`src/rtl/imem_loader_pkg.sv`:
```
// imem_loader_pkg -- shared definitions for the instruction-memory loader.
//   state_e               : loader FSM states (IDLE, LOAD, WRITE, DONE)
//   IMEM_DEPTH_DEFAULT    : default number of 32-bit words loaded per session
//   word_byte_addr()      : word index -> word-aligned byte address
package imem_loader_pkg;

    localparam int IMEM_DEPTH_DEFAULT = 64;

    typedef enum logic [1:0] {
        ST_IDLE  = 2'd0,
        ST_LOAD  = 2'd1,
        ST_WRITE = 2'd2,
        ST_DONE  = 2'd3
    } state_e;

    function automatic logic [31:0] word_byte_addr(input logic [31:0] word_idx);
        return word_idx << 2;
    endfunction

endpackage

```
`src/rtl/imem_loader_if.sv`:
```
// imem_loader_if -- byte-stream input and instruction-memory write bus of the loader.
//   byte_valid / byte_data / byte_ready : upstream byte handshake
//   imem_we / imem_addr / imem_wdata    : instruction-memory write port
// Modports:
//   master : the loader (accepts bytes, drives memory writes)
//   slave  : the environment (supplies bytes, receives memory writes)
interface imem_loader_if;

    logic        byte_valid;
    logic [7:0]  byte_data;
    logic        byte_ready;
    logic        imem_we;
    logic [31:0] imem_addr;
    logic [31:0] imem_wdata;

    modport master (
        input  byte_valid,
        input  byte_data,
        output byte_ready,
        output imem_we,
        output imem_addr,
        output imem_wdata
    );

    modport slave (
        output byte_valid,
        output byte_data,
        input  byte_ready,
        input  imem_we,
        input  imem_addr,
        input  imem_wdata
    );

endinterface

```
`src/rtl/imem_loader_byte_packer.sv`:
```
// byte_packer -- little-endian byte-to-word accumulator for imem_loader.
// Ports:
//   clk, reset_n : clock, asynchronous active-low reset
//   clear        : restart packing at byte 0 (session start)
//   byte_fire    : a byte transfers this cycle
//   byte_data    : the byte being transferred
//   word         : accumulator contents including the byte transferring this cycle
//   word_done    : pulse, the 4th byte of a word is being accepted this cycle
module byte_packer (
    input  logic        clk,
    input  logic        reset_n,
    input  logic        clear,
    input  logic        byte_fire,
    input  logic [7:0]  byte_data,
    output logic [31:0] word,
    output logic        word_done
);

    logic [1:0]  cnt_q, cnt_d;
    logic [31:0] acc_q, acc_d;

    always_comb begin
        cnt_d = cnt_q;
        acc_d = acc_q;
        if (clear) begin
            cnt_d = 2'd0;
            acc_d = '0;
        end else if (byte_fire) begin
            // byte k of the word lands in bits [8k+7:8k]
            acc_d[{cnt_q, 3'b000} +: 8] = byte_data;
            cnt_d = cnt_q + 2'd1;
        end
    end

    // Exposing acc_d lets the loader capture the complete word on the same
    // edge that accepts the 4th byte.
    assign word      = acc_d;
    assign word_done = byte_fire && !clear && (cnt_q == 2'd3);

    always_ff @(posedge clk or negedge reset_n) begin
        if (!reset_n) begin
            cnt_q <= 2'd0;
            acc_q <= '0;
        end else begin
            cnt_q <= cnt_d;
            acc_q <= acc_d;
        end
    end

endmodule

```
`src/rtl/imem_loader.sv`:
```
// imem_loader -- loads DEPTH 32-bit instruction words from a byte stream into
// instruction memory, one word write per four accepted bytes.
// Ports:
//   clk, reset_n : clock, asynchronous active-low reset
//   start        : begin a load session (honoured in IDLE and DONE only)
//   bus          : imem_loader_if.master (byte handshake + memory write port)
//   busy         : high in LOAD and WRITE
//   done         : high in DONE
//   checksum     : XOR of all words written this session
// Optional feature: define IMEM_LOADER_CHECKSUM_EN to build the checksum
// register; otherwise checksum is tied to 0.
module imem_loader
    import imem_loader_pkg::*;
#(
    parameter int DEPTH = IMEM_DEPTH_DEFAULT
) (
    input  logic                clk,
    input  logic                reset_n,
    input  logic                start,
    imem_loader_if.master       bus,
    output logic                busy,
    output logic                done,
    output logic [31:0]         checksum
);

    localparam int IDX_W = (DEPTH > 1) ? $clog2(DEPTH) : 1;
    localparam logic [IDX_W-1:0] LAST_IDX = IDX_W'(DEPTH - 1);

    state_e            state_q, state_d;
    logic [IDX_W-1:0]  word_idx_q, word_idx_d;
    logic              imem_we_q, imem_we_d;
    logic [31:0]       imem_addr_q, imem_addr_d;
    logic [31:0]       imem_wdata_q, imem_wdata_d;

    logic              packer_clear;
    logic              byte_fire;
    logic [31:0]       packed_word;
    logic              word_done;

    assign bus.byte_ready = (state_q == ST_LOAD);
    assign byte_fire      = bus.byte_valid && bus.byte_ready;

    byte_packer u_packer (
        .clk       (clk),
        .reset_n   (reset_n),
        .clear     (packer_clear),
        .byte_fire (byte_fire),
        .byte_data (bus.byte_data),
        .word      (packed_word),
        .word_done (word_done)
    );

    always_comb begin
        state_d      = state_q;
        word_idx_d   = word_idx_q;
        imem_we_d    = 1'b0;
        imem_addr_d  = imem_addr_q;
        imem_wdata_d = imem_wdata_q;
        packer_clear = 1'b0;
        case (state_q)
            ST_IDLE, ST_DONE: begin
                if (start) begin
                    state_d      = ST_LOAD;
                    word_idx_d   = '0;
                    packer_clear = 1'b1;
                end
            end
            ST_LOAD: begin
                // Address and data are registered on entry to WRITE so they
                // are valid for the whole strobe and hold afterwards.
                if (word_done) begin
                    state_d      = ST_WRITE;
                    imem_we_d    = 1'b1;
                    imem_addr_d  = word_byte_addr(32'(word_idx_q));
                    imem_wdata_d = packed_word;
                end
            end
            ST_WRITE: begin
                if (word_idx_q == LAST_IDX) begin
                    state_d = ST_DONE;
                end else begin
                    state_d    = ST_LOAD;
                    word_idx_d = word_idx_q + 1'b1;
                end
            end
            default: state_d = ST_IDLE;
        endcase
    end

    always_ff @(posedge clk or negedge reset_n) begin
        if (!reset_n) begin
            state_q      <= ST_IDLE;
            word_idx_q   <= '0;
            imem_we_q    <= 1'b0;
            imem_addr_q  <= '0;
            imem_wdata_q <= '0;
        end else begin
            state_q      <= state_d;
            word_idx_q   <= word_idx_d;
            imem_we_q    <= imem_we_d;
            imem_addr_q  <= imem_addr_d;
            imem_wdata_q <= imem_wdata_d;
        end
    end

    assign bus.imem_we    = imem_we_q;
    assign bus.imem_addr  = imem_addr_q;
    assign bus.imem_wdata = imem_wdata_q;
    assign busy           = (state_q == ST_LOAD) || (state_q == ST_WRITE);
    assign done           = (state_q == ST_DONE);

`ifdef IMEM_LOADER_CHECKSUM_EN
    logic [31:0] checksum_q, checksum_d;

    always_comb begin
        checksum_d = checksum_q;
        if (packer_clear) begin
            checksum_d = '0;
        end else if (state_q == ST_WRITE) begin
            checksum_d = checksum_q ^ imem_wdata_q;
        end
    end

    always_ff @(posedge clk or negedge reset_n) begin
        if (!reset_n) begin
            checksum_q <= '0;
        end else begin
            checksum_q <= checksum_d;
        end
    end

    assign checksum = checksum_q;
`else
    assign checksum = '0;
`endif

endmodule

```
`src/flat_wrapper.sv`:
```
// flat-port wrapper written by rule: the top's interface ports become plain ports
module imem_loader_flat import imem_loader_pkg::*;
#(
    parameter int DEPTH = IMEM_DEPTH_DEFAULT
)
  (clk, reset_n, start, busy, done, checksum, bus_byte_valid, bus_byte_data, bus_byte_ready, bus_imem_we, bus_imem_addr, bus_imem_wdata);
  imem_loader_if bus_i ();
  input  logic clk;
  input  logic reset_n;
  input  logic start;
  output logic busy;
  output logic done;
  output logic [31:0] checksum;
  input wire logic [$bits(bus_i.byte_valid)-1:0] bus_byte_valid;
  input wire logic [$bits(bus_i.byte_data)-1:0] bus_byte_data;
  output wire logic [$bits(bus_i.byte_ready)-1:0] bus_byte_ready;
  output wire logic [$bits(bus_i.imem_we)-1:0] bus_imem_we;
  output wire logic [$bits(bus_i.imem_addr)-1:0] bus_imem_addr;
  output wire logic [$bits(bus_i.imem_wdata)-1:0] bus_imem_wdata;
  assign bus_i.byte_valid = bus_byte_valid;
  assign bus_i.byte_data = bus_byte_data;
  assign bus_byte_ready = bus_i.byte_ready;
  assign bus_imem_we = bus_i.imem_we;
  assign bus_imem_addr = bus_i.imem_addr;
  assign bus_imem_wdata = bus_i.imem_wdata;
  imem_loader #(.DEPTH(DEPTH)) u_core (.clk(clk), .reset_n(reset_n), .start(start), .bus(bus_i), .busy(busy), .done(done), .checksum(checksum));
endmodule
```
`config.mk`:
```
export PLATFORM = sky130hd
export DESIGN_NAME = imem_loader_flat
export DESIGN_NICKNAME = d
export VERILOG_FILES = /design/src/rtl/imem_loader_pkg.sv /design/src/rtl/imem_loader_if.sv /design/src/rtl/imem_loader_byte_packer.sv /design/src/rtl/imem_loader.sv /design/src/flat_wrapper.sv
export SDC_FILE = /design/constraint.sdc
export NUM_CORES = 1
export LEC_CHECK = 0
export BUFFER_PORTS_ARGS = -buffer_cell sky130_fd_sc_hd__buf_2
export CORE_MARGIN = 4
export CORE_UTILIZATION = 40
export CTS_CLUSTER_DIAMETER = 60
export CTS_CLUSTER_SIZE = 28
export DETAILED_ROUTE_END_ITERATION = 10
export SLEW_MARGIN = 20
export SYNTH_ARGS = -nofsm -noshare
export SYNTH_HDL_FRONTEND = slang
export SYNTH_HIERARCHICAL = 1
export SYNTH_SLANG_ARGS = --single-unit
```
`constraint.sdc`:
```
create_clock -name clk -period 3.1 [get_ports clk]
set_clock_uncertainty 0.05 [all_clocks]
set_input_delay 0.155 -clock clk [delete_from_list [all_inputs] [get_ports clk]]
set_output_delay 0.155 -clock clk [all_outputs]
set_load 0.05 [all_outputs]
```
* Word level (Yosys, flattened, before mapping)
Cells that the tools add are included.
** Operators by class
- Equal/unequal tests :: 8
- Reductions and logical operators :: 12
- Shifts and indexed selects :: 2
- Muxes and demuxes :: 16
- Add/sub/neg operators :: 3
** Operators by type and width (count)
- $mux 32 :: 2
- $bwmux 32 :: 1
- $shift 8x7->32 const A :: 1
- $shiftx 8x7->32 :: 1
- $mux 6 :: 2
- $pmux 6 s2 :: 1
- $mux 2 :: 5
- $neg 5->7 :: 1
- $add 6x1->6 const B :: 1
- $eq 2x2->1 const B :: 3
- $eq 6x6->1 const B :: 1
- $ne 2x2->1 const B :: 3
- $pmux 2 s3 :: 1
- $mux 1 :: 4
- $reduce_and 2->1 :: 2
- $reduce_bool 2->1 :: 2
- $logic_and 1x1->1 :: 3
- $reduce_and 3->1 :: 1
- $add 2x1->2 const B :: 1
- $eq 2x1->1 const B :: 1
- $logic_not 2->1 :: 1
- $reduce_or 2->1 :: 1
- $logic_not 1->1 :: 1
- $logic_or 1x1->1 :: 1
** Storage, ports and cells
- Output and inout port bits :: 100
- Logic and storage cells :: 48
- Register bits after elaboration :: 81
- Input port bits :: 12

* Logic depth before layout (Yosys ltp)
- Depth in word-level cells :: 8
- Depth in mapped cells :: 11
- Gate-level depth less buffers :: 9

* Modules after synthesis
Netlist, hierarchy kept.
** By module, submodules not included
- imem_loader :: instances 1, cells an instance 208, area an instance 2509.9 µm², seq. area each 1176.1 µm²
- byte_packer :: instances 1, cells an instance 113, area an instance 1581.5 µm², seq. area each 850.8 µm²

* Least setup slack after synthesis
No wires, ideal clock.
- Path kind :: register to register
- Start point :: register u_core.state_q[1]
- End point :: register u_core.imem_wdata_q[0], in the netlist u_core/bus.imem_wdata[0]
- Path slack :: 0.767 ns
- Cell stages (with the launch flop) :: 9
- Period minus slack after synthesis :: 2.333 ns
- Data arrival time :: 2.155 ns
- Path buffers :: 2
- Data required time :: 2.922 ns
- Library setup time :: 0.128 ns
- Cell sequence :: dfrtp_1 inv_1 ha_1 and2_1 buf_6 and2_1 nand2_2 buf_6 mux2_1
** On the way
- Elaborated cells on any way between the ends :: 12
- Classes of those cells :: eq/ne (2); mux (3); reduce/logical (7)
** RTL lines
- from (decl) :: RTL line imem_loader.sv:29 : state_e state_q, state_d;
- from (signal assigned) :: RTL line imem_loader.sv:98 : state_q <= state_d;
- $eq 2x1->1 :: RTL line imem_loader.sv:40 : assign bus.byte_ready = (state_q == ST_LOAD);
- named net bus_byte_ready :: RTL line flat_wrapper.sv:16 : output wire logic [$bits(bus_i.byte_ready)-1:0] bus_byte_ready;
- $logic_and 1x1->1 :: RTL line imem_loader.sv:41 : assign byte_fire = bus.byte_valid && bus.byte_ready;
- named net u_core.byte_fire :: RTL line imem_loader.sv:36 : logic byte_fire;
- $logic_and 1x1->1 (2 in a row) :: RTL line imem_loader_byte_packer.sv:38 : assign word_done = byte_fire && !clear && (cnt_q == 2'd3);
- named net u_core.word_done :: RTL line imem_loader.sv:38 : logic word_done;
- $reduce_and 2->1 (no line)
- to (signal assigned) :: RTL line imem_loader.sv:102 : imem_wdata_q <= imem_wdata_d;
- to (decl) :: RTL line imem_loader.sv:33 : logic [31:0] imem_wdata_q, imem_wdata_d;
The timed path passes the listed nets, and every way through them passes these cells.
A chain may end at the register's enable or synchronous reset.

* Worst setup path in the final report
- Start point :: register u_core.state_q[0]
- End point :: register u_core.imem_wdata_q[12], in the netlist u_core/bus.imem_wdata[12]
** On the way
- Word-level cells in the longest chain between the ends :: 7
- Elaborated cells on any way between the ends :: 12
- Classes of those cells :: eq/ne (2); mux (3); reduce/logical (7)
** Ends and longest elaborated chain
- $eq 2x2->1 or $logic_not 2->1 (tied branches) :: RTL line imem_loader.sv:60 : case (state_q)
- $reduce_or 2->1 (*) :: RTL line imem_loader.sv:60
- $mux 1 (*) :: RTL line imem_loader.sv:60
- named net u_core.packer_clear :: RTL line imem_loader.sv:35 : logic packer_clear;
- $logic_not 1->1 (*) :: RTL line imem_loader_byte_packer.sv:38
- $logic_and 1x1->1 (*) (2 in a row) :: RTL line imem_loader_byte_packer.sv:38
- named net u_core.word_done :: RTL line imem_loader.sv:38
- $reduce_and 2->1 (no line) (*)
Mark *: on every way through the listed nets, which the timed path passes. The rest lies on a longest branch.

==> flow_summary.toml <==
[placed_design]
buffer_ports.inserted = 53
gp_congestion = 0.815
dp.cells = 493
placed_area_sq_um = 4180
dp_hpwl_um = 5580
dp_slack_ns = 0.450

[timing]
grt_setup_unrepaired = "false"
fin_ws_ns = 0.471
setup_violations = 0
post-route-min-period_ns = 2.63
setup_tns_ns = 0
worst_pin_slew_ns = 0.717
hold_ws_ns = 0.0791
slew_headroom = 0.522
hold_viol = 0
maxSlewViolCount = 0
fmax_mhz = 380
layout_worst_path_cycle_share = 0.848

[detailed_routing]
num_vias = 2471
drt_iter0_markers = 136
wl_um = 7870
wl_per_cell_um = 15.4
antenna_left = 0
dr.pass1.iters = 4
via_per_inst = 4.85
drc_errors = 0

[finish]
synthToLayoutAreaGrowth_pct = 7.43
fin_cells = 510
antenna_cells = 0
drive_gt1_frac = 0.302
nets = 393
mostFrequentLayoutCell = "dfrtp_1"
fin_area_sq_um = 4400
mostFrequentLayoutCells = "dfrtp_1, conb_1, buf_2"

[clocking]
cts-root-buf = "clkbuf_8"
cts_tree = "done"
clk_path_buf_depth = 2
cts_resized = 0
clkTransAtPathRegs_ns = 0.08
clock_latency_ns = 0.35
numCtsBuffers = 9
htreeDepth = 3
clkSinkCount = 81

[floorplanning]
die_x_um = 109
initial_core_util = 0.415
fp.dieArea_sq_um = 11900
num_rows = 36
io_pins = 112
fp.dieH_um = 109
core_area_sq_um = 9860

[global_route]
antenna_found_initial = 0
gr-total-overflow = 0
grt_pass1_wl_um = 12600
grt_pass1_vias = 2408
grt_start_max_net_pins = 82
track_usage = 0.138

[setup_path]
critPathRequiredTime_ns = 3.28
worstSetupPathType = "flip-flop to flip-flop"
worstPathArrival_ns = 2.81
cp-start-kind = "flip-flop"
critPathMaxFanout = 35
end_kind = "flip-flop"

[logic_synthesis]
synth.avg_cell_area_sq_um = 12.7
ys_seq_area_frac = 0.495
ys_ff_latch = 81
syn_area_sq_um = 4090
synth_edf_count = 0
yosysTopAreaCell = "dfrtp_1"
async_reset_ff_frac = 1.00
synth_flop_cell = "dfrtp_1"
ys.warnings.count = 6
ys_types = 52
syn_inst = 321
synth_area_leaders = "dfrtp_1, buf_4, mux2_2"
synth.top_cell.area_share = 0.495

[power_and_ir_drop]
switching_share = 0.460
switchingPower_mw = 1.90
powerDensity_nw_per_um2 = 937
seqPwrFrac = 0.354
vdd_ir_drop_max_uv = 482
combPwrFrac = 0.459
clkPwrFrac = 0.187
p_leak_nw = 2.27
p_int_mw = 2.22

[run_status]
status = "complete, no violations"

[worst_hold_path]
hold_class = "primary input to flip-flop"

[flow_run]
cap_violations = 0
through the flow:
step           total power, mW   util
3_5_place_dp              3.38  0.424
5_1_grt                   4.36  0.446
3_3_place_gp              3.34  0.424
6_report                  4.12  0.446
4_1_cts                   4.17  0.445
2_1_floorplan             3.08      -
kinds of logic (layout without fill, tap and decap cells):
| kind of cell | after synthesis | after routing | synth area share |
|---|---|---|---|
| flip-flops | 81 | 81 | 0.495 |
| buffers and inverters | 82 | 81 | 0.150 |
| AO/OA/AOI/OAI | 56 | 56 | 0.122 |
| XOR/XNOR | 1 | 1 | 0.00214 |
| adder cells (fa/ha/maj) | 9 | 9 | 0.0275 |
| multiplexers | 41 | 41 | 0.112 |
| other | 1 | 58 | 0.000917 |
| AND/OR/NAND/NOR | 50 | 50 | 0.0899 |
layer usage:
| metal | global-route usage | vias up | part of all wire | routed length, um |
|---|---|---|---|---|
| met1 | 0.200 | 1213 | 0.48 | 3780 |
| met4 | 0.0568 | 0 | 0.0075 | 59 |
| li1 | - | 1150 | - | - |
| met5 | 0 | - | 0 | 0 |
| met3 | 0.0290 | 4 | 0.075 | 588 |
| met2 | 0.199 | 104 | 0.44 | 3440 |
power by group through the flow:
stage / registers, mW / clock network, mW / logic [mW]
after floorplan: 1.94 / 0 / 1.14
after global placement: 1.47 / 0 / 1.87
after detailed placement: 1.48 / 0 / 1.90
after CTS: 1.46 / 0.802 / 1.90
after global routing: 1.49 / 0.842 / 2.02
final: 1.46 / 0.770 / 1.89
state kept, by name, indices dropped and copies added (netlist names):
| name | flops |
|---|---|
| u_core/bus.imem_addr | 6 |
| u_core/bus.imem_wdata | 32 |
| u_core/bus.imem_we | 1 |
| u_core/state_q | 2 |
| u_core/u_packer/acc_q | 32 |
| u_core/u_packer/cnt_q | 2 |
| u_core/word_idx_q | 6 |
worst paths after layout:
path | start | end | slack (ns) | depth (start not counted)
min reg2reg | u_core/bus.imem_wdata[18]$_DFFE_PN0P_ | u_core/bus.imem_wdata[18]$_DFFE_PN0P_ | 0.44 | 1
max in group asynchronous | reset_n | u_core/bus.imem_wdata[21]$_DFFE_PN0P_ | 2.15 | 2
min in group asynchronous | reset_n | u_core/bus.imem_wdata[15]$_DFFE_PN0P_ | 0.35 | 2
min | bus_byte_data[6] | u_core/u_packer/acc_q[30]$_DFF_PN0_ | 0.08 | 2
max reg2reg | u_core/state_q[0]$_DFFE_PN0P_ | u_core/bus.imem_wdata[12]$_DFFE_PN0P_ | 0.47 | 10
max | u_core/state_q[0]$_DFFE_PN0P_ | u_core/bus.imem_wdata[12]$_DFFE_PN0P_ | 0.47 | 10
final cells by class:
cell class,count,area [sq um]
Clock buffer,9,124
Clock inverter,7,77.6
Fill cell,956,5470
Inverter,8,30.0
Multi-Input combinational cell,215,1670
Sequential cell,81,2030
Tap cell,133,166
Timing Repair Buffer,57,304
cell usage after synthesis (2+ instances only):
library cell,number
nand2_1,5
nand4bb_1,5
mux2_1,9
mux2_2,30
nor2_1,3
and2b_1,2
mux2i_1,2
a32o_1,25
o2bb2ai_1,8
and2_1,3
a21oi_2,4
nor2b_1,13
ha_1,9
buf_6,10
nand3b_1,2
a21oi_1,7
dfrtp_1,81
buf_2,3
buf_4,59
inv_1,8
and4bb_1,2
critical path, cell delays in order, from the launching register on:
cell and delay, ns:
dfrtp_1 0.38, inv_1 0.07, ha_1 0.42, nand2_1 0.13, inv_1 0.09, nor2b_1 0.05, buf_4 0.15, and2_1 0.19
nand2_2 0.15, buf_4 0.42, mux2_2 0.39
repair_timing:
item | in CTS | in global routing
buffers inserted | 0 | 0
hold endpoints to repair | 81 | 0
endpoints found under the setup margin | 0 | 0
hold buffers | 1 | 0
No activity file was read; power rests on OpenSTA's default activity.
